`config.mk`:
```
export PLATFORM = sky130hd
export DESIGN_NAME = uart_rx_packet_flat
export DESIGN_NICKNAME = d
export VERILOG_FILES = /design/src/rtl/uart_rx_packet_pkg.sv /design/src/rtl/uart_rx_packet_if.sv /design/src/rtl/uart_rx_byte.sv /design/src/rtl/uart_rx_packet.sv /design/src/flat_wrapper.sv
export SDC_FILE = /design/constraint.sdc
export NUM_CORES = 1
export LEC_CHECK = 0
export CORE_MARGIN = 5
export CORE_UTILIZATION = 30
export DETAILED_ROUTE_END_ITERATION = 10
export PLACE_DENSITY_LB_ADDON = 0.12
export SLEW_MARGIN = 20
export SYNTH_ARGS = -nofsm -noshare
export SYNTH_HDL_FRONTEND = slang
export SYNTH_SLANG_ARGS = --single-unit
export TNS_END_PERCENT = 30
```
`constraint.sdc`:
```
create_clock -name clk_19k2 -period 2.2 [get_ports clk_19k2]
set_input_delay 0.44 -clock clk_19k2 [delete_from_list [all_inputs] [get_ports clk_19k2]]
set_output_delay 0.44 -clock clk_19k2 [all_outputs]
set_load 0.01 [all_outputs]
```
`src/rtl/uart_rx_packet_pkg.sv`:
```
// Shared definitions for the UART packet receiver: FSM encoding and defaults.
// Build option: UART_RX_PARITY_EN adds an even-parity bit after D7.
package uart_rx_packet_pkg;

  localparam int DEF_CLKS_PER_BIT = 16;
  localparam int DEF_PKT_BYTES    = 5;

  typedef enum logic [2:0] {
    ST_IDLE,
    ST_START,
    ST_DATA,
`ifdef UART_RX_PARITY_EN
    ST_PARITY,
`endif
    ST_STOP
  } rx_state_e;

endpackage

```
`src/rtl/uart_rx_packet_if.sv`:
```
// Serial line plus received-packet outputs of the UART packet receiver.
// master = line driver / packet consumer, slave = receiver.
interface uart_rx_packet_if;
  logic       uart_in;
  logic [7:0] byte0, byte1, byte2, byte3, byte4;
  logic       packet_valid;
  logic       frame_err;

  modport master (
    output uart_in,
    input  byte0, byte1, byte2, byte3, byte4, packet_valid, frame_err
  );

  modport slave (
    input  uart_in,
    output byte0, byte1, byte2, byte3, byte4, packet_valid, frame_err
  );
endinterface

```
`src/rtl/uart_rx_byte.sv`:
```
// Single-frame UART deserialiser: synchroniser, frame FSM and bit timing.
// Build option: UART_RX_PARITY_EN inserts the PARITY state between DATA and STOP.
// byte_strobe / byte_err are combinational in the mid-bit sample cycle of the frame end.
module uart_rx_byte
  import uart_rx_packet_pkg::*;
#(
  parameter int CLKS_PER_BIT = DEF_CLKS_PER_BIT
) (
  input  logic       clk,
  input  logic       rst,
  input  logic       rx,
  output logic [7:0] byte_data,
  output logic       byte_strobe,
  output logic       byte_err,
  output logic       busy
);
  localparam int            CW      = $clog2(CLKS_PER_BIT);
  localparam logic [CW-1:0] HALF_M1 = CW'(CLKS_PER_BIT / 2 - 1);
  localparam logic [CW-1:0] FULL_M1 = CW'(CLKS_PER_BIT - 1);

  rx_state_e     state, state_nxt;
  logic          rx_m, rx_s, rx_d;
  logic [CW-1:0] cnt;
  logic [2:0]    bit_idx;
  logic [7:0]    shift;
  logic          err_wait;
  logic          fall, half_tick, full_tick;

  assign fall      = rx_d & ~rx_s;
  assign half_tick = (cnt == HALF_M1);
  assign full_tick = (cnt == FULL_M1);
  assign byte_data = shift;

  // Two-flop synchroniser plus one delayed copy for falling-edge detection
  always_ff @(posedge clk) begin
    if (rst) begin
      rx_m <= 1'b1;
      rx_s <= 1'b1;
      rx_d <= 1'b1;
    end else begin
      rx_m <= rx;
      rx_s <= rx_m;
      rx_d <= rx_s;
    end
  end

  // State register
  always_ff @(posedge clk) begin
    if (rst) state <= ST_IDLE;
    else     state <= state_nxt;
  end

  // Next-state logic; after a frame error STOP holds until the line returns high
  always_comb begin
    state_nxt = state;
    case (state)
      ST_IDLE:  if (fall) state_nxt = ST_START;
      ST_START: if (half_tick) state_nxt = rx_s ? ST_IDLE : ST_DATA;
`ifdef UART_RX_PARITY_EN
      ST_DATA:   if (full_tick && bit_idx == 3'd7) state_nxt = ST_PARITY;
      ST_PARITY: if (full_tick) state_nxt = ST_STOP;
`else
      ST_DATA:   if (full_tick && bit_idx == 3'd7) state_nxt = ST_STOP;
`endif
      ST_STOP: begin
        if (err_wait) begin
          if (rx_s) state_nxt = ST_IDLE;
        end else if (full_tick) begin
          state_nxt = rx_s ? ST_IDLE : ST_STOP;
        end
      end
      default: state_nxt = ST_IDLE;
    endcase
  end

  // Frame-end strobes and busy flag
  always_comb begin
    byte_strobe = 1'b0;
    byte_err    = 1'b0;
    busy        = (state != ST_IDLE);
    if (state == ST_STOP && !err_wait && full_tick) begin
      byte_strobe = rx_s;
      byte_err    = ~rx_s;
    end
`ifdef UART_RX_PARITY_EN
    if (state == ST_PARITY && full_tick && (rx_s != ^shift)) byte_err = 1'b1;
`endif
  end

  // Bit timing, data shift register and error-wait flag
  always_ff @(posedge clk) begin
    if (rst) begin
      cnt      <= '0;
      bit_idx  <= '0;
      shift    <= '0;
      err_wait <= 1'b0;
    end else begin
      case (state)
        ST_IDLE:  cnt <= '0;
        ST_START: cnt <= half_tick ? '0 : cnt + CW'(1);
        default:  cnt <= full_tick ? '0 : cnt + CW'(1);
      endcase
      if (state == ST_IDLE) bit_idx <= '0;
      else if (state == ST_DATA && full_tick) bit_idx <= bit_idx + 3'd1;
      if (state == ST_DATA && full_tick) shift <= {rx_s, shift[7:1]};
      if (byte_err) err_wait <= 1'b1;
      else if (state_nxt == ST_IDLE) err_wait <= 1'b0;
    end
  end

endmodule

```
`src/rtl/uart_rx_packet.sv`:
```
// UART packet receiver: assembles PKT_BYTES frames into byte0..byte4.
// Build option: UART_RX_PARITY_EN (even parity per frame, errors reported on frame_err).
// Partial packets live in staging registers; outputs only change on a complete packet.
module uart_rx_packet
  import uart_rx_packet_pkg::*;
#(
  parameter int CLKS_PER_BIT = DEF_CLKS_PER_BIT,
  parameter int PKT_BYTES    = DEF_PKT_BYTES,
  parameter int TIMEOUT_BITS = 10
) (
  input  logic            clk_19k2,
  input  logic            rst,
  uart_rx_packet_if.slave bus
);
  localparam int            TO_LIM = TIMEOUT_BITS * CLKS_PER_BIT;
  localparam int            TW     = $clog2(TO_LIM);
  localparam logic [2:0]    LAST   = 3'(PKT_BYTES - 1);
  localparam logic [TW-1:0] TO_M1  = TW'(TO_LIM - 1);

  logic [7:0]                  byte_data;
  logic                        byte_strobe, byte_err, busy;
  logic [2:0]                  idx;
  logic [TW-1:0]               idle_cnt;
  logic                        tmo;
  logic [PKT_BYTES-1:0][7:0]   stage, pkt;
  logic                        packet_valid, frame_err;

  uart_rx_byte #(.CLKS_PER_BIT(CLKS_PER_BIT)) u_byte (
    .clk         (clk_19k2),
    .rst         (rst),
    .rx          (bus.uart_in),
    .byte_data   (byte_data),
    .byte_strobe (byte_strobe),
    .byte_err    (byte_err),
    .busy        (busy)
  );

  // Idle timer only matters between bytes of a partial packet; a start edge
  // in the expiry cycle is still seen as IDLE here, so the timeout wins.
  assign tmo = !busy && (idx != 3'd0) && (idle_cnt == TO_M1);

  // Byte index, staging, inter-byte timeout and packet output registers
  always_ff @(posedge clk_19k2) begin
    if (rst) begin
      idx          <= '0;
      idle_cnt     <= '0;
      stage        <= '0;
      pkt          <= '0;
      packet_valid <= 1'b0;
      frame_err    <= 1'b0;
    end else begin
      packet_valid <= 1'b0;
      frame_err    <= byte_err;
      if (busy || idx == 3'd0 || tmo) idle_cnt <= '0;
      else                            idle_cnt <= idle_cnt + TW'(1);
      if (byte_err) begin
        idx <= '0;
      end else if (byte_strobe) begin
        stage[idx] <= byte_data;
        if (idx == LAST) begin
          idx          <= '0;
          packet_valid <= 1'b1;
          for (int i = 0; i < PKT_BYTES; i++)
            pkt[i] <= (3'(i) == idx) ? byte_data : stage[i];
        end else begin
          idx <= idx + 3'd1;
        end
      end else if (tmo) begin
        idx <= '0;
      end
    end
  end

  assign bus.byte0        = pkt[0];
  assign bus.byte1        = pkt[1];
  assign bus.byte2        = pkt[2];
  assign bus.byte3        = pkt[3];
  assign bus.byte4        = pkt[4];
  assign bus.packet_valid = packet_valid;
  assign bus.frame_err    = frame_err;

endmodule

```
`src/flat_wrapper.sv`:
```
// flat-port wrapper written by rule: the top's interface ports become plain ports
module uart_rx_packet_flat import uart_rx_packet_pkg::*;
#(
  parameter int CLKS_PER_BIT = DEF_CLKS_PER_BIT,
  parameter int PKT_BYTES    = DEF_PKT_BYTES,
  parameter int TIMEOUT_BITS = 10
)
  (clk_19k2, rst, bus_uart_in, bus_byte0, bus_byte1, bus_byte2, bus_byte3, bus_byte4, bus_packet_valid, bus_frame_err);
  uart_rx_packet_if bus_i ();
  input  logic clk_19k2;
  input  logic rst;
  input wire logic [$bits(bus_i.uart_in)-1:0] bus_uart_in;
  output wire logic [$bits(bus_i.byte0)-1:0] bus_byte0;
  output wire logic [$bits(bus_i.byte1)-1:0] bus_byte1;
  output wire logic [$bits(bus_i.byte2)-1:0] bus_byte2;
  output wire logic [$bits(bus_i.byte3)-1:0] bus_byte3;
  output wire logic [$bits(bus_i.byte4)-1:0] bus_byte4;
  output wire logic [$bits(bus_i.packet_valid)-1:0] bus_packet_valid;
  output wire logic [$bits(bus_i.frame_err)-1:0] bus_frame_err;
  assign bus_i.uart_in = bus_uart_in;
  assign bus_byte0 = bus_i.byte0;
  assign bus_byte1 = bus_i.byte1;
  assign bus_byte2 = bus_i.byte2;
  assign bus_byte3 = bus_i.byte3;
  assign bus_byte4 = bus_i.byte4;
  assign bus_packet_valid = bus_i.packet_valid;
  assign bus_frame_err = bus_i.frame_err;
  uart_rx_packet #(.CLKS_PER_BIT(CLKS_PER_BIT), .PKT_BYTES(PKT_BYTES), .TIMEOUT_BITS(TIMEOUT_BITS)) u_core (.clk_19k2(clk_19k2), .rst(rst), .bus(bus_i));
endmodule
```
# [Word-level counts from Yosys, hierarchy flattened]
# Cells that the tools add are included.
[classes] add_sub_neg=4 magnitude_cmp=2 n_eq_ne=12 n_mux=28 bitwise=4 n_reduce_logical=24
[ops] operator="8-bit 2-to-1 mux" count=6
[ops] operator="40-bit bitwise mux" count=1
[ops] operator="3-bit 2-to-1 mux" count=9
[ops] operator="8-bit demux with 3-bit select" count=1
[ops] operator="3-bit one-hot mux with 4 select lines" count=1
[ops] operator="3-bit logical NOT" count=3
[ops] operator="8-bit by 1-bit adder with 8-bit output (second input constant)" count=1
[ops] operator="8-bit == test (second input constant)" count=1
[ops] operator="4-bit 2-to-1 mux" count=2
[ops] operator="4-bit one-hot mux with 2 select lines" count=1
[ops] operator="1-bit logical AND" count=7
[ops] operator="3-bit by 1-bit adder with 3-bit output (second input constant)" count=2
[ops] operator="2-bit by 3-bit == test with 1-bit output (first input constant)" count=2
[ops] operator="3-bit by 2-bit == test with 1-bit output (second input constant)" count=2
[ops] operator="3-bit == test (second input constant)" count=2
[ops] operator="3-bit nonzero test" count=2
[ops] operator="2-bit OR reduction" count=3
[ops] operator="1-bit 2-to-1 mux" count=5
[ops] operator="4-bit by 1-bit adder with 4-bit output (second input constant)" count=1
[ops] operator="4-bit by 3-bit == test with 1-bit output (second input constant)" count=1
[ops] operator="4-bit == test (second input constant)" count=1
[ops] operator="3-bit by 4-bit less-than comparator with 1-bit output (second input constant)" count=1
[ops] operator="2-bit 2-to-1 mux" count=2
[ops] operator="2-bit nonzero test" count=2
[ops] operator="other kinds (11)" count=15
[totals] reg_bits=115 inputBits=3 out_inout_bits=42

# [Logic depth before layout (Yosys ltp)]
[logic_depth] depth_word=7 ltp_mapped=8 mapped_depth_nobuf=6

# [Hierarchy]
# From an unflattened synthesis, not the netlist that was laid out.
[unflattened] cells_unflattened=466 area_unflattened_um2=4157.7
[by_module_without_submodules] module="uart_rx_packet" n_inst=1 cells_per_inst=363 area_per_inst_um2=3241.9 seq_area_each_um2=1701.6
[by_module_without_submodules] module="uart_rx_byte" n_inst=1 cells_per_inst=103 area_per_inst_um2=915.9 seq_area_each_um2=440.4

# [Worst setup path before layout]
# Ideal clock, no wire load.
[synth_path] path_type="register -> register" startpoint="register u_core.u_byte.cnt[0]" endpoint="register u_core.pkt (netlist bit u_core.bus.byte0[3])" setup_ps=132 arrival_ps=1738 required_ps=2068 setup_slack_ps=329 stages_incl_launch_ff=9 n_path_buf=3 synth_period_minus_slack_ps=1871 cell_sequence="dfxtp_1 ha_1 buf_4 nand4b_4 or4_1 clkbuf_1 buf_2 nand2_1 a21oi_1"
[synth_between] elab_chain_len=5 elab_cells_between_ends=6 cone_classes="eq/ne (1); mux (2); bitwise (1); reduce/logical (2)"
[synth_rtl] item="start, declared" line="uart_rx_byte.sv:23" source="logic [CW-1:0] cnt;"
[synth_rtl] item="start signal, assigned" line="uart_rx_byte.sv:100" source="ST_START: cnt <= half_tick ? '0 : cnt + CW'(1);"
[synth_rtl] item="start signal, assigned" line="uart_rx_byte.sv:101" source="default: cnt <= full_tick ? '0 : cnt + CW'(1);"
[synth_rtl] item="4-bit == test *" line="uart_rx_byte.sv:31" source="assign full_tick = (cnt == FULL_M1);"
[synth_rtl] item="1-bit logical AND *" line="uart_rx_byte.sv:81" source="if (state == ST_STOP && !err_wait && full_tick) begin"
[synth_rtl] item="1-bit 2-to-1 mux" line="uart_rx_byte.sv:81"
[synth_rtl] item="1-bit NOT (no source line)"
[synth_rtl] item="3-bit AND reduction (no source line) *"
[synth_rtl] item="end signal, assigned by index" line="uart_rx_packet.sv:64" source="pkt[i] <= (3'(i) == idx) ? byte_data : stage[i];"
[synth_rtl] item="end, declared" line="uart_rx_packet.sv:25" source="logic [PKT_BYTES-1:0][7:0] stage, pkt;"
# Every way passes the cells marked *; elsewhere a longest branch is shown, timed or not.
# A chain may end at the register's enable or synchronous reset.

# [Worst setup path in the final report]
[layout_path] startpoint="register u_core.u_byte.cnt[0]" endpoint="register u_core.pkt (netlist bit u_core.bus.byte3[7])"
# The elaborated chain is that of the path after synthesis.

==> results.md <==
Status:
- The flow ran to the end, and the final reports show no timing, DRC or antenna violations.

Synthesis:
- Of all flip-flops after synthesis, the portion carrying an async set or reset was 0%.
- In the post-synthesis netlist, the biggest area contributors are sky130_fd_sc_hd__dfxtp_1, sky130_fd_sc_hd__mux2i_1, sky130_fd_sc_hd__nand2_1.
- By count the netlist is led by sky130_fd_sc_hd__dfxtp_1, sky130_fd_sc_hd__nand2_1, sky130_fd_sc_hd__nor2_1, sky130_fd_sc_hd__mux2i_1, sky130_fd_sc_hd__a21oi_1.
- The most frequent cell after synthesis is sky130_fd_sc_hd__dfxtp_1.
- The biggest area consumer among synthesized cells is sky130_fd_sc_hd__dfxtp_1.
- The post-synthesis instance area is 4250 um^2.
- A synthesized cell averages about 9.2 um^2.
- In this run, synthesis inferred 0 flip-flops with an integrated enable.
- The share of synthesized area occupied by flip-flops and latches is 50.5%.
- Synthesis instantiated 39 different standard cells from the library.
- Synthesis produced a netlist whose cell count is 460.
- The main flop type after synthesis is sky130_fd_sc_hd__dfxtp_1.
- The flip-flop and latch count after synthesis is around 110.
- Yosys printed 0 warnings.
- When the netlist entered floorplanning its net count stood at 470.
- The top cell type's share of synthesized area is 50.5%.

Timing:
- The final critical path time including I/O delays and setup is 1930 ps.
- For the pin with the worst max-slew slack, the measured transition is 558 ps.
- The count of endpoints failing setup in the final report is 0.
- The maximum achievable frequency is around 520 MHz.
- In the finished design, the share of the clock period the worst path needs comes to 87.9%.
- Setup repair after global routing left no endpoint under its margin.
- The final-report max-slew violation count is 0.
- The clock arrives with 7.02 ps of skew.
- The final number of hold-violating endpoints was 0.
- Hold is met by approximately 400 ps.
- The headroom to the max-slew limit is a little over three fifths.
- Setup total negative slack on the finished layout was measured at 0 ps.

Route:
- The average wire per cell in the routed design is 13.5 um.
- The vias per cell is 4.57.
- The detailed-router iteration count before antenna repair is 4.
- The total wire length is 9100 um.
- The antenna violation net count after detailed routing is 0.
- Across all layers, the routed design uses around 3100 vias.
- The violation count after the first detailed-route iteration is around 110.
- In the routed design, unresolved DRC markers number 0.

Clocking:
- The number of clock buffers inserted by TritonCTS is 9.
- The total of cells resized after clock tree synthesis is 0.
- TritonCTS built the clock tree.
- The number of H-tree branching levels is 3.
- The number of buffers added to fix hold violations after cts is 0.
- The clock passes through at most 2 buffers.
- The cell at the root of the clock tree is sky130_fd_sc_hd__clkbuf_16.
- The count of buffers added by post-CTS timing repair for setup is 0.
- The insertion delay to the later sink of the worst-skew pair is approximately 350 ps.
- The clock drives ~110 sinks.
- The clock slew at the register clock pins of the worst setup and hold paths is approximately 70 ps.

Setup path:
- STA classifies the critical path endpoint as a flop.
- Data on the critical path is required at its endpoint by 2460 ps.
- Walking the worst path, the cells encountered are ha_1, nand4b_4, buf_4, nor4_4, buf_12, nor2_1, a211oi_1.
- The critical path is of the reg -> reg type.
- The peak per-stage delay on the critical path is 350 ps.
- The launching element type of the critical path is a flop.
- The kind of cell adding the most delay to the critical path is buffers and inverters.
- The master of the slowest instance on the critical path is sky130_fd_sc_hd__dfxtp_1.
- The number of buffers and inverters on the critical path is 2.
- At the worst endpoint, the arrival time is 2190 ps.
- The maximum fanout along the worst path is 48.

Power and ir drop:
- The leakage power total is 1.82 nW.
- Summing internal, switching and leakage power gives 3.66 mW.
- Dividing total power by cell area gives a power density of 709 nW/um^2.
- The worst voltage drop across the vdd grid is 0.271 mV.

Floorplan:
- The die height is 129 um.
- Once the floorplan was initialized, standard cells occupied 30.6% of the core.
- The die width is 129 um.
- The number of cell rows is 43.
- The full die area is 16600 um^2.
- The core region is 13900 um^2.
- For this design the top-level I/O count stands at between 40 and 50.

Cells and area:
- The core occupancy in the finished layout is 37.2%.
- The antenna diode count is 0.
- The multi-input combinational cell area is approximately 1900 um^2.
- The layout net count is 499.
- After routing the design area is 5160 um^2.
- Compared with the post-synthesis result, the final layout area differs by 21.5%.
- The sequential cells in the finished layout cover a total of 2140 um^2.
- The post-route netlist has roughly 8.3% of its cells at a drive strength greater than 1.
- Counting the fill cells in the layout gives 1429.

GRT:
- The maximum number of pins on one net before global-route repair is 79.
- The number of antenna violations at the first check in global routing came to 0.
- In the global route stage, overall resource usage came out at between 10% and 20%.
- After global routing the overflow that remains totals 0.
- The via count of the first global-routing pass is 3004.
- The first global-routing pass estimated 15400 um of wire.

Hold path:
- The classification of the worst-slack hold path is reg -> reg.

Placed design:
- Once detailed placement completed, the half-perimeter wirelength came to 5870 um.
- The number of buffers inserted by port buffering is 44.
- The cell area after placement is 4860 um^2.
- The final weighted congestion of routability-driven global placement is 0.755.

Run:
- The number of maximum-capacitance constraint violations is 0.
area by class of cell:
class | instances | share of cell area, %
clock inverters | 4 | 1.09
inverters | 7 | 0.509
multi-input cells | 310 | 37.4
clock buffers | 12 | 4.78
well taps | 180 | 4.37
flip-flops and latches | 107 | 41.5
repair buffers | 54 | 10.4
placed cells by master, fill, tap and decap left out, drive strengths merged:
master,Yosys,final
dfxtp,107,107
nand2,67,67
nor2,62,62
clkdlybuf4s50,0,43
mux2i,42,42
a21oi,36,36
nand2b,12,12
clkbuf,24,12
buf,12,11
o21ai,10,10
nand3,10,10
inv,7,10
a211oi,9,9
nand3b,9,9
xor2,8,8
ha,7,7
or2,6,6
nor4,6,6
nand4,4,4
nor3,2,2
nor3b,2,2
and4b,2,2
a211o,2,2
and3,2,2
xnor2,2,2
a31oi,1,1
nand4b,1,1
or4,1,1
nor2b,1,1
and3b,1,1
o221a,1,1
a31o,1,1
and4,1,1
or3b,1,1
bufinv,0,1
conb,1,1
metal layers:
metal  vias to the layer above  GRT usage (%)  part of all wire (%)
li1                       1593              -                     -
met1                      1438           16.0                    53
met2                        35           17.1                    42
met3                        13           2.20                   2.5
met4                         0           6.49                   2.6
met5                         -              0                     0
flip-flops by register name (all words and copies together) (netlist names), 3 cells and up:
name	flops
u_core.u_byte.byte_data	8
u_core.u_byte.state	3
u_core.u_byte.bit_idx	3
u_core.bus.byte1	8
u_core.bus.byte2	8
u_core.stage	32
u_core.bus.byte0	8
u_core.bus.byte4	8
u_core.u_byte.cnt	4
u_core.idle_cnt	8
u_core.bus.byte3	8
u_core.idx	3
cells by family after synthesis:
group                      after synthesis  synth area share (%)
buffers and inverters                   43                  4.36
other                                    1                0.0883
AOI/OAI and AO/OA                       60                  8.05
muxes                                   42                  9.90
DFF                                    107                  50.5
and+or+nand+nor                        190                  23.0
xor gates and xnor gates                10                  2.06
adders and majority gates                7                  2.06
power by group:
group / total (mW) / internal (mW) / switching [mW]
Clock: 1.65 / 0.928 / 0.725
Sequential: 1.95 / 1.94 / 0.00500
Combinational: 0.0600 / 0.0200 / 0.0400
metrics by stage:
step | worst slack (ps) | std cells
global placement | 340 | 658
CTS | 255 | 674
detailed placement | 270 | 658
global route | 110 | 674
floorplan | 329 | 460
finish | 265 | 674
final timing paths:
path	slack, ps	start	cells past startpoint	to
setup / recovery	270	u_core.u_byte.cnt[0]	7	u_core.bus.byte3[7]
hold / removal	410	u_core.u_byte.rx_m	1	u_core.u_byte.rx_s
setup reg to reg	270	u_core.u_byte.cnt[0]	7	u_core.bus.byte3[7]
hold reg to reg	410	u_core.u_byte.rx_m	1	u_core.u_byte.rx_s
Note: power is estimated with default switching activity, not from simulation.
